--- src/rtl/mem_bridge_pkg.sv ---
// mem_bridge_pkg: shared state encoding and default sizing for the line-to-word memory bridge
package mem_bridge_pkg;
  localparam int BIT_W    = 32;
  localparam int ADDR_W   = 32;
  localparam int BEATS    = 4;
  localparam int OFFSET_W = $clog2(BEATS * BIT_W / 8);
  localparam int CNT_W    = $clog2(BEATS);
  typedef enum logic [1:0] {IDLE, ISSUE, WAIT, DONE} state_e;
endpackage

--- src/rtl/mem_line_bridge.sv ---
// mem_line_bridge: splits one cache line request into BEATS word beats on a stalling word memory
module mem_line_bridge #(
  parameter int BIT_W  = 32,
  parameter int ADDR_W = 32,
  parameter int BEATS  = 4
) (
  input  logic                    i_clk,
  input  logic                    i_rst_n,
  input  logic                    i_cache_cen,
  input  logic                    i_cache_wen,
  input  logic [ADDR_W-1:0]       i_cache_addr,
  input  logic [BIT_W*BEATS-1:0]  i_cache_wdata,
  output logic [BIT_W*BEATS-1:0]  o_cache_rdata,
  output logic                    o_cache_stall,
  output logic                    o_mem_cen,
  output logic                    o_mem_wen,
  output logic [ADDR_W-1:0]       o_mem_addr,
  output logic [BIT_W-1:0]        o_mem_wdata,
  input  logic [BIT_W-1:0]        i_mem_rdata,
  input  logic                    i_mem_stall
);
  import mem_bridge_pkg::*;
  localparam int LINE_W = BIT_W * BEATS;
  localparam int OFF_W  = $clog2(LINE_W / 8);
  localparam int CW     = $clog2(BEATS);
  localparam int WB_W   = $clog2(BIT_W / 8);
  localparam logic [ADDR_W-1:0] OFF_MASK = {{(ADDR_W-OFF_W){1'b0}}, {OFF_W{1'b1}}};
  state_e              state_q, state_d;
  logic [CW-1:0]       cnt_q, cnt_d;
  logic                wen_q, wen_d;
  logic [ADDR_W-1:0]   base_q, base_d;
  logic [LINE_W-1:0]   wdata_q, wdata_d, rdata_q, rdata_d;
  logic                last;
  assign last = cnt_q == CW'(BEATS - 1);
  always_ff @(posedge i_clk or negedge i_rst_n)
    if (!i_rst_n) begin
      state_q <= IDLE;
      cnt_q   <= '0;
      wen_q   <= 1'b0;
      base_q  <= '0;
      wdata_q <= '0;
      rdata_q <= '0;
    end else begin
      state_q <= state_d;
      cnt_q   <= cnt_d;
      wen_q   <= wen_d;
      base_q  <= base_d;
      wdata_q <= wdata_d;
      rdata_q <= rdata_d;
    end
  always_comb begin
    state_d = state_q;
    cnt_d   = cnt_q;
    wen_d   = wen_q;
    base_d  = base_q;
    wdata_d = wdata_q;
    rdata_d = rdata_q;
    case (state_q)
      IDLE:
        if (i_cache_cen) begin
          wen_d   = i_cache_wen;
          base_d  = i_cache_addr & ~OFF_MASK;
          wdata_d = i_cache_wdata;
          cnt_d   = '0;
          state_d = ISSUE;
        end
      ISSUE: state_d = i_mem_stall ? ISSUE : WAIT;
      WAIT:
        if (!i_mem_stall) begin
          if (!wen_q) rdata_d[cnt_q*BIT_W +: BIT_W] = i_mem_rdata;
          cnt_d   = last ? cnt_q : cnt_q + 1'b1;
          state_d = last ? DONE : ISSUE;
        end
      default: state_d = IDLE;
    endcase
  end
  // Request strobe feeds stall directly so the cache freezes in the same cycle it asks.
  assign o_cache_stall = (state_q == IDLE) ? i_cache_cen : (state_q != DONE);
  assign o_cache_rdata = rdata_q;
  assign o_mem_cen     = state_q == ISSUE;
  assign o_mem_wen     = o_mem_cen & wen_q;
  assign o_mem_addr    = o_mem_cen ? base_q + (ADDR_W'(cnt_q) << WB_W) : '0;
  assign o_mem_wdata   = o_mem_wen ? wdata_q[cnt_q*BIT_W +: BIT_W] : '0;
endmodule

--- config.mk ---
export PLATFORM = sky130hd
export DESIGN_NAME = mem_line_bridge
export DESIGN_NICKNAME = d
export VERILOG_FILES = /design/src/rtl/mem_bridge_pkg.sv /design/src/rtl/mem_line_bridge.sv
export SDC_FILE = /design/constraint.sdc
export NUM_CORES = 1
export LEC_CHECK = 0
export ABC_CLOCK_PERIOD_IN_PS = 5300
export CORE_MARGIN = 5
export CORE_UTILIZATION = 50
export CTS_CLUSTER_SIZE = 12
export DETAILED_ROUTE_END_ITERATION = 8
export PLACE_DENSITY = 0.84
export SETUP_SLACK_MARGIN = 0.02
export SYNTH_ARGS = -nofsm -noshare
export SYNTH_HDL_FRONTEND = slang
export SYNTH_SLANG_ARGS = --single-unit
--- constraint.sdc ---
create_clock -name i_clk -period 5.3 [get_ports i_clk]
set_clock_uncertainty 0.05 [all_clocks]
set_input_delay 0.795 -clock i_clk [delete_from_list [all_inputs] [get_ports i_clk]]
set_output_delay 0.795 -clock i_clk [all_outputs]
set_load 0.01 [all_outputs]
; ---- After elaboration in Yosys (flattened, before gate mapping)
; Cells that the tools add are included.
[word_totals]
out_inout_bits = 195
regBits = 289
wordCells = 41
in_bits = 197
[op_classes]
n_reduce_logical = 6
eq_ne = 7
shifts = 3
muxes = 13
bitwise = 3
add_sub_neg = 3
[op_table]
columns = op, n
row1 = $bwmux 128, 1
row2 = $shift 32x34->128 const A, 1
row3 = $shiftx 128x8->32, 1
row4 = $shiftx 32x34->128, 1
row5 = $mux 32, 2
row6 = $neg 7->34, 1
row7 = $add 32x4->32, 1
row8 = $mux 2, 7
row9 = $ne 2x2->1 const B, 4
row10 = $pmux 2 s3, 1
row11 = $eq 2x2->1 const B, 2
row12 = $pmux 2 s2, 1
row13 = $reduce_and 2->1, 2
row14 = $reduce_and 4->1, 1
row15 = $reduce_and 3->1, 1
row16 = $add 2x1->2 const B, 1
row17 = $eq 2x1->1 const B, 1
row18 = $logic_not 2->1, 1
row19 = $not 1->1, 2
row20 = $reduce_bool 2->1, 1
row21 = $and 1x1->1, 1
row22 = $mux 1, 1

; ---- Longest topological paths before layout
[depth]
depth_word = 4
mapped_depth = 10
ltp_nobuf = 5

; ---- Least setup slack after synthesis
; No wires, ideal clock.
[synth_timing]
path_kind = register to output
startpoint = reg cnt_q[0]
endpoint = out o_mem_wdata[10]
path_buffers = 1
t_required_ns = 4.455
setup_slack_ns = 2.984
t_arrival_ns = 1.471
stages_incl_launch_ff = 4
cell_sequence = dfrtp_1 > buf_2 > mux4_2 > and3_1
[synth_via]
elab_chain_cells = 2
[synth_lines]
columns = element, line_no
row1 = start: declaration, mem_line_bridge.sv:29  ; logic [CW-1:0] cnt_q, cnt_d;
row2 = start signal: assignment, mem_line_bridge.sv:45  ; cnt_q <= cnt_d;
row3 = $shiftx 128x8->32, mem_line_bridge.sv:83  ; assign o_mem_wdata = o_mem_wen ? wdata_q[cnt_q*BIT_W +: BIT_W] : '0;
row4 = $mux 32, mem_line_bridge.sv:83
row5 = end: declaration, mem_line_bridge.sv:18  ; output logic [BIT_W-1:0] o_mem_wdata,
; No other way between the ends.

; ---- Final worst setup path
[layout_timing]
startpoint = reg cnt_q[0]
endpoint = out o_mem_wdata[18]
; Same word-level chain as after synthesis.

==> flow_metrics.tcl <==
set metrics [dict create \
    post_cts_buffers 0 \
    fin_crit_ps 4110 \
    cp_max_fo 30 \
    cts_hold_buffers 0 \
    wirelength_mm 38.2 \
    cts_root_buffer "clkbuf_16" \
    worstSetupStartpoint "cnt_q[0]" \
    hold_class "in -> async" \
    dieArea_mm2 0.0292 \
    r2r_start "cnt_q[0]" \
    finalSetupViolations 0 \
    drv_slew 0 \
    port_buffers 385 \
    total_power_w 0.00889 \
    syn-cell-area_mm2 0.0129 \
    setup_tns_ps 0 \
    drtIter0Drc 1130 \
    cts-resized-gates 0 \
    syn_avg_cell_area_um2 12.2 \
    numCtsBuffers 30 \
    via_per_inst 5.68 \
    worstSetupStartpointType "flip-flop" \
    num_vias 9972 \
    hold_viol_final 0 \
    status "completed" \
    pin_count 392 \
    antenna_found_initial 6 \
    clockBufferDepth 3 \
    clock_sinks 289 \
    yosysWarnings 0 \
    final_nets 1604 \
    place.gp.congestion 0.859 \
    period_share_pct 77.6 \
    wl_per_cell_um 21.8 \
    relSlewSlack_pct 16.9 \
    max_freq_mhz 243 \
    syn_inst 1056 \
    required_ps 4450 \
    yosysSeqAreaShare_pct 55.9 \
    rows 58 \
    start_util_pct 51.1 \
    grt_pass1_vias 10600 \
    fp.dieH_um 171 \
    dieWidth_um 171 \
    grt_max_degree 127 \
    cts.clk_slew.worst_paths_ps 60 \
    grt_pass1_wl_mm 59.0 \
    grt_setup_unrepaired "no" \
    clock_latency_ps 540 \
    ys_ff_latch 289 \
    area_growth_pct 37.5 \
    power.density_mw_per_mm2 500 \
    hpwl_mm 26.2 \
    cp_data_arrival_time_ps 3270 \
    coreArea_mm2 0.0253 \
    p_leak_nw 7.62 \
    grtUsageTotal_pct 25.5 \
    ys_types 34 \
    firstDrtPassIters 7 \
    critPathCaptureType "output pin" \
    tightest_slew_ps 1250 \
    ant_nets 0 \
    cts.htree.levels 1 \
    drive_gt1_share_pct 15.6 \
    maxCapViolCount 0 \
    ir_drop_v 0.000318 \
    cts_tree "done" \
    critical_path_class "reg -> out" \
    globalRouteOverflowTotal 0 \
    drc 0 \
]
-- critical path, cell delays in order (launching register included) --
cell and delay, ps:
dfrtp_2 1010, buf_4 450, mux4_2 540, and3_1 210
clkdlybuf4s50_1 500
-- registers in the layout, indices dropped and copies added, names as in the netlist --
signal and cells:
cnt_q 2, wdata_q 128, base_q 28, wen_q 1, o_cache_rdata 128, state_q 2
-- power breakdown --
| part | total, W | switching, W | internal [W] |
|---|---|---|---|
| Clock | 0.00201 | 0.000843 | 0.00117 |
| Combinational | 0.00325 | 0.00140 | 0.00185 |
| Sequential | 0.00363 | 0.000572 | 0.00305 |
| Total | 0.00889 | 0.00282 | 0.00607 |
-- logic make-up after synthesis --
logic type,Yosys count,synth area share [%]
compound gates,134,5.24
fa+ha+maj,6,0.580
buf+inv,227,8.35
flops,289,55.9
mux,189,19.2
other cells,1,0.0290
simple gates,210,10.7
-- final timing paths --
| check | end | slack, ps | cells after the start |
|---|---|---|---|
| worst min-delay path | wdata_q[36] | 300 | 1 |
| max in group asynchronous | o_cache_rdata[83] | 3800 | 2 |
| min in group i_clk | wdata_q[121] | 430 | 1 |
| worst min register to register | wdata_q[121] | 430 | 1 |
| worst max-delay path | o_mem_wdata[18] | 1190 | 4 |
| worst max register to register | o_cache_rdata[25] | 2020 | 6 |
-- area by class of cell --
class / instances / area (um^2)
Clock inverter: 3 / 17.5
Fill cell: 1719 / 7540
Clock buffer: 47 / 916
Tap cell: 330 / 413
Timing Repair Buffer: 406 / 4040
Sequential cell: 289 / 7230
Antenna cell: 6 / 15.0
Inverter: 133 / 499
Multi-Input combinational cell: 541 / 4650
-- stage by stage --
step	std cells	hold slack, ps	cell area [um^2]	setup WS (ps)	utilization [%]
after floorplan	1057	399	12900	2980	-
after global placement	1699	409	16800	1660	66.5
after detailed placement	1699	421	16800	1580	66.5
after CTS	1749	323	17800	1090	70.2
after global routing	1754	381	17800	958	70.2
final	1755	296	17800	1190	70.2
-- cell usage in the layout (no fill, tap or decap), types with 32 or more instances in the layout --
cell / instances
mux2_2: 114
inv_1: 133
clkdlybuf4s50_1: 384
o21ai_0: 86
nand4_1: 128
and3_1: 32
and2_1: 34
o21ai_1: 44
dfrtp_1: 287
mux2_1: 43
mux4_2: 32
-- synth_stat cells --
| cell | number | area share [%] |
|---|---|---|
| nor3b_4 | 1 | 0.15 |
| nand4_1 | 128 | 6.2 |
| nor2b_1 | 1 | 0.048 |
| ha_1 | 6 | 0.58 |
| nor4b_2 | 1 | 0.12 |
| nor3_1 | 1 | 0.039 |
| and3_1 | 32 | 1.5 |
| nor2_1 | 2 | 0.058 |
| nor3b_2 | 1 | 0.097 |
| clkbuf_1 | 26 | 0.75 |
| nor4b_4 | 2 | 0.37 |
| nand2_1 | 1 | 0.029 |
| buf_4 | 24 | 1.4 |
| buf_2 | 25 | 0.97 |
| and4bb_2 | 1 | 0.097 |
| mux2_2 | 114 | 9.9 |
| o211ai_1 | 1 | 0.058 |
| or3b_2 | 1 | 0.068 |
| o31ai_1 | 2 | 0.12 |
| a21oi_1 | 1 | 0.039 |
| o21ai_0 | 86 | 3.3 |
| nand2b_1 | 1 | 0.048 |
| o21ai_1 | 44 | 1.7 |
| dfrtp_1 | 289 | 56 |
| nand3_1 | 2 | 0.077 |
| buf_1 | 4 | 0.12 |
| inv_1 | 133 | 3.9 |
| or4b_2 | 1 | 0.077 |
| and2_1 | 34 | 1.6 |
| mux4_2 | 32 | 5.6 |
| mux2_1 | 43 | 3.7 |
| buf_6 | 14 | 1.2 |
| conb_1 | 1 | 0.029 |
| clkbuf_2 | 1 | 0.039 |
-- metal layers --
layer	global-route usage [%]	up-vias	part of all wire (%)
met5	0	-	0.034
met4	9.58	2	3.7
met3	8.53	99	12
met2	42.6	572	49
met1	31.1	4899	36
li1	-	4400	-
Note: power is estimated with default switching activity, not from simulation.
